**config.mk**
```make
export PLATFORM = sky130hd
export DESIGN_NAME = block_uart_tx
export DESIGN_NICKNAME = d
export VERILOG_FILES = /design/src/rtl/block_uart_tx.sv
export SDC_FILE = /design/constraint.sdc
export NUM_CORES = 1
export LEC_CHECK = 0
export CORE_MARGIN = 2
export CORE_UTILIZATION = 45
export DETAILED_ROUTE_END_ITERATION = 8
export HOLD_SLACK_MARGIN = 0.1
export MAX_ROUTING_LAYER = met4
export PLACE_DENSITY = 0.7
export SYNTH_ARGS = -nofsm -noshare
export SYNTH_HDL_FRONTEND = slang
export SYNTH_SLANG_ARGS = --single-unit
```
**constraint.sdc**
```tcl
create_clock -name clk -period 3 [get_ports clk]
set_input_delay 0.9 -clock clk [delete_from_list [all_inputs] [get_ports clk]]
set_output_delay 0.9 -clock clk [all_outputs]
set_load 0.02 [all_outputs]
```
**src/rtl/block_uart_tx.sv**
```systemverilog
// block_uart_tx: serialises a multi-byte block over an 8N1/8N2 UART line,
// optionally appending an XOR checksum byte after the data bytes.
module block_uart_tx #(
    parameter int CLK_FREQ     = 50000000,
    parameter int BAUD_RATE    = 115200,
    parameter int BLOCK_BYTES  = 16,
    parameter int MSB_FIRST    = 1,
    parameter int ADD_CHECKSUM = 0,
    parameter int STOP_BITS    = 1
) (
    input  logic                                clk,
    input  logic                                reset,
    input  logic [8*BLOCK_BYTES-1:0]            data_in,
    input  logic                                data_valid,
    output logic                                data_ready,
    output logic                                tx,
    output logic                                busy,
    output logic                                done,
    output logic [$clog2(BLOCK_BYTES+2)-1:0]    byte_count
);
    localparam int BAUD_DIV = CLK_FREQ / BAUD_RATE;
    localparam int NB       = BLOCK_BYTES + ADD_CHECKSUM;
    localparam int CW       = $clog2(BLOCK_BYTES + 2);
    localparam int BW       = $clog2(STOP_BITS * BAUD_DIV + 1);
    localparam int DW       = 8 * BLOCK_BYTES;
    localparam logic [CW-1:0] LAST_IDX = CW'(NB - 1);
    localparam logic [CW-1:0] CSUM_IDX = CW'(BLOCK_BYTES - 1);

    typedef enum logic [2:0] {IDLE, START, DATA, STOP, DONE} state_t;

    state_t          state;
    logic [DW-1:0]   blk;
    logic [7:0]      cur;
    logic [7:0]      csum;
    logic [2:0]      bit_idx;
    logic [BW-1:0]   baud_cnt;
    logic [7:0]      first_byte, blk_head, next_byte, csum_nx;
    logic [DW-1:0]   in_shift, blk_shift;
    logic            bit_end, stop_end;

    // blk holds the bytes still to send, always aligned so the next one sits at the head
    always_comb begin
        first_byte = MSB_FIRST != 0 ? data_in[DW-1 -: 8] : data_in[7:0];
        in_shift   = MSB_FIRST != 0 ? data_in << 8 : data_in >> 8;
        blk_head   = MSB_FIRST != 0 ? blk[DW-1 -: 8] : blk[7:0];
        blk_shift  = MSB_FIRST != 0 ? blk << 8 : blk >> 8;
        csum_nx    = csum ^ cur;
        next_byte  = (ADD_CHECKSUM != 0 && byte_count == CSUM_IDX) ? csum_nx : blk_head;
        bit_end    = baud_cnt == BW'(BAUD_DIV - 1);
        stop_end   = baud_cnt == BW'(STOP_BITS * BAUD_DIV - 1);
    end

    always_ff @(posedge clk or negedge reset) begin
        if (!reset) begin
            state      <= IDLE;
            tx         <= 1'b1;
            data_ready <= 1'b0;
            busy       <= 1'b0;
            done       <= 1'b0;
            byte_count <= '0;
            bit_idx    <= '0;
            baud_cnt   <= '0;
            csum       <= '0;
            cur        <= '0;
            blk        <= '0;
        end else begin
            case (state)
                IDLE: begin
                    if (data_valid && data_ready) begin
                        blk        <= in_shift;
                        cur        <= first_byte;
                        byte_count <= '0;
                        csum       <= '0;
                        baud_cnt   <= '0;
                        bit_idx    <= '0;
                        tx         <= 1'b0;
                        data_ready <= 1'b0;
                        busy       <= 1'b1;
                        state      <= START;
                    end else begin
                        data_ready <= 1'b1;
                    end
                end
                START: begin
                    baud_cnt <= bit_end ? '0 : baud_cnt + 1'b1;
                    if (bit_end) begin
                        tx    <= cur[0];
                        state <= DATA;
                    end
                end
                DATA: begin
                    baud_cnt <= bit_end ? '0 : baud_cnt + 1'b1;
                    if (bit_end) begin
                        bit_idx <= bit_idx + 3'd1;
                        tx      <= bit_idx == 3'd7 ? 1'b1 : cur[bit_idx + 3'd1];
                        state   <= bit_idx == 3'd7 ? STOP : DATA;
                    end
                end
                STOP: begin
                    baud_cnt <= stop_end ? '0 : baud_cnt + 1'b1;
                    if (stop_end) begin
                        byte_count <= byte_count + 1'b1;
                        csum       <= csum_nx;
                        if (byte_count == LAST_IDX) begin
                            tx    <= 1'b1;
                            done  <= 1'b1;
                            state <= DONE;
                        end else begin
                            cur   <= next_byte;
                            blk   <= blk_shift;
                            tx    <= 1'b0;
                            state <= START;
                        end
                    end
                end
                DONE: begin
                    done       <= 1'b0;
                    busy       <= 1'b0;
                    data_ready <= 1'b1;
                    state      <= IDLE;
                end
                default: state <= IDLE;
            endcase
        end
    end
endmodule

```
* Yosys cells after proc, flatten, opt, wreduce, memory -nomap -nowiden *
Cells that the tools add are included.

word-level totals
  register bits after elaboration = 160
  bits of input ports = 131
  output and inout port bits = 9
  word-level logic and storage cells = 84

operators by class
  add/subtract/negate cells = 3
  order comparisons = 1
  equality and inequality tests = 13
  muxes and demuxes = 40
  reduce and logical (&&, ||, !) cells = 17

operators by type and width
  operator               count
  $mux W128              3
  $pmux W128 S2          1
  $mux W8                3
  $mux W3                7
  $mux W9                2
  $pmux W9 S2            1
  $pmux W8 S2            1
  $mux W1                12
  $ne A2 B2 Y1 const B   6
  $pmux W3 S4            1
  $mux W5                2
  $pmux W5 S2            1
  $reduce_bool A2 Y1     5
  $add A9 B1 Y9 const B  1
  $eq A9 B9 Y1 const B   1
  $reduce_and A3 Y1      3
  $reduce_and A4 Y1      2
  $eq A3 B2 Y1 const B   2
  $eq A3 B3 Y1 const B   2
  $pmux W1 S2            3
  $pmux W3 S2            1
  $add A5 B1 Y5 const B  1
  $eq A5 B4 Y1 const B   1
  $reduce_and A5 Y1      1
  10 further kinds       11

* Logic depth before layout (Yosys ltp) *
Gate-level depths: netlist of run 1.

  word-level depth = 6
  depth in mapped cells = 8
  gate-level depth less buffers = 7

* Least setup slack after synthesis of run 1 *
No wires, ideal clock.

  path type = flip-flop to flip-flop
  start = reg byte_count[0]
  end = reg blk[100]
  setup time = 0.125 ns
  arrival time = 2.323 ns
  data required time = 2.875 ns
  setup slack = 0.552 ns
  cell stages (with the launch flop) = 9
  path buffers = 2
  period minus slack after synthesis = 2.448 ns
  cells stage by stage = dfrtp_1 ha_1 and3_1 ha_1 or2_2 a221o_1 buf_2 buf_6 mux2_4

between the ends
  cells in the longest elaborated chain, start to end = 3

ends and longest elaborated chain
  element                             RTL line  source
  start: declaration                  19        output logic [$clog2(BLOCK_BYTES+2)-1:0] byte_count
  start signal: assignment            102       byte_count <= byte_count + 1'b1;
  $eq A5 B4 Y1                        104       if (byte_count == LAST_IDX) begin
  $ne A2 B2 Y1 (no source line)       n/a
  $reduce_and A4 Y1 (no source line)  n/a
  end signal: assignment              70        blk <= in_shift;
  end signal: assignment              110       blk <= blk_shift;
  end: declaration                    32        logic [DW-1:0] blk;

Every way passes these cells.
A chain may end at the register's enable or synchronous reset.

* Worst setup path in the final report of run 1 *
  start = reg byte_count[0]
  end = reg blk[90]

The elaborated chain is that of the path after synthesis.

==> results of run 1 <==
[critical path: cells and delay by family (launching register included)]
kind                       cells  cell delay, ns
adders and majority gates      2            0.47
and+or+nand+nor                2            0.52
muxes                          1            0.39
DFF                            1            0.43
buffers and inverters          1            0.23
AOI/OAI and AO/OA              1            0.40
[cell type report]
type	instances	area, µm²
fillers	1357	7150
well taps	225	282
clock inverters	13	201
multi-input cells	379	3990
repair buffers	146	1500
inverters	12	45.0
clock buffers	19	443
flip-flops and latches	152	3800
[state kept, by name, indices dropped and copies added, names as in the netlist]
register and cells:
tx 1, done 1, baud_cnt 9, data_ready 1, busy 1, bit_idx 3
cur 8, state 3, blk 120, byte_count 5
[through the flow]
stage | instances | hold slack (ns) | power [mW] | instance area (µm²)
2_1_floorplan | 576 | 0.467 | 2.17 | 8060
3_3_place_gp | 914 | 0.490 | 2.40 | 9620
3_5_place_dp | 914 | 0.490 | 2.40 | 9620
4_1_cts | 946 | 0.494 | 4.73 | 10300
5_1_grt | 946 | 0.516 | 4.85 | 10300
6_report | 946 | 0.477 | 4.68 | 10300
[layout by cell type (no fill, tap or decap), drive strengths merged, types with 2 or more instances in the layout]
cell,netlist,final
a21oi,8,8
a221o,2,2
a22oi,3,3
a31o,2,2
a31oi,8,8
a41oi,3,3
and3,5,5
buf,21,8
bufinv,0,5
clkbuf,12,19
clkdlybuf4s50,0,138
clkinv,0,5
clkinvlp,0,3
dfrtp,151,151
ha,6,6
inv,12,12
mux2,232,232
mux2i,15,15
nand2,27,27
nand3,7,7
nand3b,2,2
nor2,9,9
nor2b,2,2
nor3,2,2
o211ai,3,3
o21ai,22,22
or2,2,2
xnor2,2,2
[metal layers]
metal  part of all wire, %  routed length (µm)  global-route usage [%]  vias up
met1                    46                7640                    24.8     2473
met2                    48                7980                    29.6      132
met5                     0                   0                       -        -
met4                  0.63                 106                    3.97        0
li1                      -                   -                       -     2366
met3                   5.9                 979                    5.22        8
[how the worst max path moves through the flow]
stage	start	to	slack, ns
floorplan	byte_count[0]	blk[100]	0.55
global placement	data_valid	blk[65]	0.26
detailed placement	data_valid	blk[66]	0.23
CTS	byte_count[0]	blk[90]	0.41
global route	byte_count[0]	blk[90]	0.32
finish	byte_count[0]	blk[90]	0.34
[power by group through the flow]
stage	combinational [mW]	clock [mW]	sequential (mW)
CTS	0.316	2.37	2.05
global placement	0.310	0	2.09
global route	0.337	2.47	2.05
floorplan	0.0790	0	2.09
detailed placement	0.313	0	2.09
finish	0.309	2.32	2.05
[cell families (layout without fill, tap and decap cells)]
family | after synthesis | count (layout) | share of synthesized area, %
flip-flops | 152 | 152 | 47.2
AO/OA/AOI/OAI | 60 | 60 | 4.75
XOR/XNOR | 2 | 2 | 0.217
buffers and inverters | 45 | 190 | 3.37
multiplexers | 247 | 247 | 39.5
adder cells (fa/ha/maj) | 6 | 6 | 0.932
AND/OR/NAND/NOR | 64 | 64 | 3.99
==> results.sh, run 1 <==
export IMPL_drt_antenna_violating_nets=0
export IMPL_power_density_mw_per_mm2=456
export IMPL_cts_root_buf="sky130_fd_sc_hd__clkbuf_16"
export IMPL_rsz0062_at_grt="false"
export IMPL_finalHoldViolCount=0
export IMPL_global_route_usage_total_pct=18.9
export IMPL_cts_setup_buffers=0
export IMPL_number_of_antenna_violations_at_the_first_check_in_global_routing=0
export IMPL_worstPathMaxFanout=72
export IMPL_final_core_utilization_pct=58.9
export IMPL_yosys_cell_count_top_type="sky130_fd_sc_hd__dfrtp_1"
export IMPL_final_min_clock_period_ns=2.66
export IMPL_netSwitchingFraction_pct=19.8
export IMPL_cts_tree="done"
export IMPL_clock_fmax_mhz=375
export IMPL_synthTopCellsByCount="sky130_fd_sc_hd__dfrtp_1, sky130_fd_sc_hd__mux2_2, sky130_fd_sc_hd__mux2_4, sky130_fd_sc_hd__nand2_1, sky130_fd_sc_hd__o21ai_0"
export IMPL_power_share_combinational_pct=6.6
export IMPL_rr_startpoint="byte_count[0]"
export IMPL_share_of_the_yosys_chip_area_belonging_to_registers_pct=47.2
export IMPL_cts_reportedPaths_clkPinSlew_ns=0.06
export IMPL_gp_congestion=0.814
export IMPL_number_of_failing_setup_endpoints_in_the_final_timing_report=0
export IMPL_final_number_of_max_transition_violations=0
export IMPL_floorplan_initialDensity_pct=46.3
export IMPL_boundaryPins=140
export IMPL_die_area_mm2=0.0190
export IMPL_route_detailed_wl_per_inst_um=17.7
export IMPL_worstSkewPairLatency_ns=0.42
export IMPL_number_of_enable_flip_flop_cells_after_synthesis=0
export IMPL_layout_worst_path_cycle_share_pct=88.8
export IMPL_ir_worst_vdd_uv=404
export IMPL_relSlewSlack_pct=51.5
export IMPL_areaGrowthSynthToFinish_pct=27.4
export IMPL_die_height_um=138
export IMPL_min_delay_path_class="input port to async pin"
export IMPL_worst_slew_pin_slew_ns=0.727
export IMPL_leakage_nw=5.04
export IMPL_worst_endpoint_required_ns=3.29
export IMPL_max_cap_viol_count=0
export IMPL_synth_distinct_cells=47
export IMPL_grt_first_pass_wirelength_mm=26.9
export IMPL_placement_setup_worst_slack_ns=0.228
export IMPL_average_cell_area_after_synthesis_um2=14.0
export IMPL_r2r_end="blk[90]"
export IMPL_grt_ovfl_total=0
export IMPL_synth_yosys_warnings=0
export IMPL_hpwlAfterDp_mm=11.3
export IMPL_postSynth_topFlopCell="sky130_fd_sc_hd__dfrtp_1"
export IMPL_cts_resized=0
export IMPL_finClkSkew_ns=0.00866
export IMPL_vias=4979
export IMPL_yosys_area_top_type_share_pct=46.9
export IMPL_timing_critical_path_arrival_ns=2.96
export IMPL_viasPerCell=5.26
export IMPL_totalWireLength_mm=16.7
export IMPL_layout_drive_gt1_share_pct=38.8
export IMPL_postSynthNetCount=713
export IMPL_internal_power_of_the_cells_mw=3.75
export IMPL_postCtsHoldBufs=0
export IMPL_postSynthCellCount=576
export IMPL_floorplan_core_area_mm2=0.0174
export IMPL_synth_async_sr_flop_share_pct=100
export IMPL_endpoint_kind="register"
export IMPL_ctsHtreeMaxLevel=4
export IMPL_run_status="complete, no violations"
export IMPL_clock_tree_buffer_depth=2
export IMPL_crit_type="register to register"
export IMPL_crit_path_cell_trace="ha_1, and3_1, ha_1, or2_2, a221o_4, buf_12, mux2_4"
export IMPL_crit_path_start_kind="register"
export IMPL_setup_slack_ns=0.335
export IMPL_worst_r2r_cell_count=7
export IMPL_antenna_cells_inserted=0
export IMPL_grt_start_max_net_pins=142
export IMPL_critical_path_max_stage_delay_ns=0.43
export IMPL_sequentialPowerShare_pct=43.8
export IMPL_ff2ff_setup_slack_ns=0.34
export IMPL_dr_drc_count=0
export IMPL_critical_path_most_common_cell="sky130_fd_sc_hd__ha_1"
export IMPL_cts_inserted_buffers=17
export IMPL_synth_top_cells_by_area="sky130_fd_sc_hd__dfrtp_1, sky130_fd_sc_hd__mux2_4, sky130_fd_sc_hd__mux2_2, sky130_fd_sc_hd__mux2i_1, sky130_fd_sc_hd__buf_6"
export IMPL_synth_largest_area_cell="sky130_fd_sc_hd__dfrtp_1"
export IMPL_power_share_clock_pct=49.6
export IMPL_floorplan_die_width_um=138
export IMPL_num_nets_final=845
export IMPL_synth_seq_cells=152
export IMPL_via_count_of_the_first_global_routing_pass=5270
export IMPL_placement_io_buffers=139
export IMPL_detail_route_first_pass_iterations=4
export IMPL_tns_ns=0
export IMPL_rows=48
export IMPL_power_switching_mw=0.928
export IMPL_cts_num_sinks=152
export IMPL_synth_cell_area_mm2=0.00806
export IMPL_critical_path_slowest_cell="sky130_fd_sc_hd__dfrtp_1"
export IMPL_drt_iter0_markers=333
(Power assumes the default switching activity.)
==> run 2: changes to the inputs <==
--- a/config.mk
+++ b/config.mk
@@ -8,7 +8,6 @@
 export CORE_MARGIN = 2
 export CORE_UTILIZATION = 45
 export DETAILED_ROUTE_END_ITERATION = 8
-export HOLD_SLACK_MARGIN = 0.1
 export MAX_ROUTING_LAYER = met4
 export PLACE_DENSITY = 0.7
 export SYNTH_ARGS = -nofsm -noshare
==> results of run 2 <==
The final DEF is identical to that of run 1; final timing and power are the same.
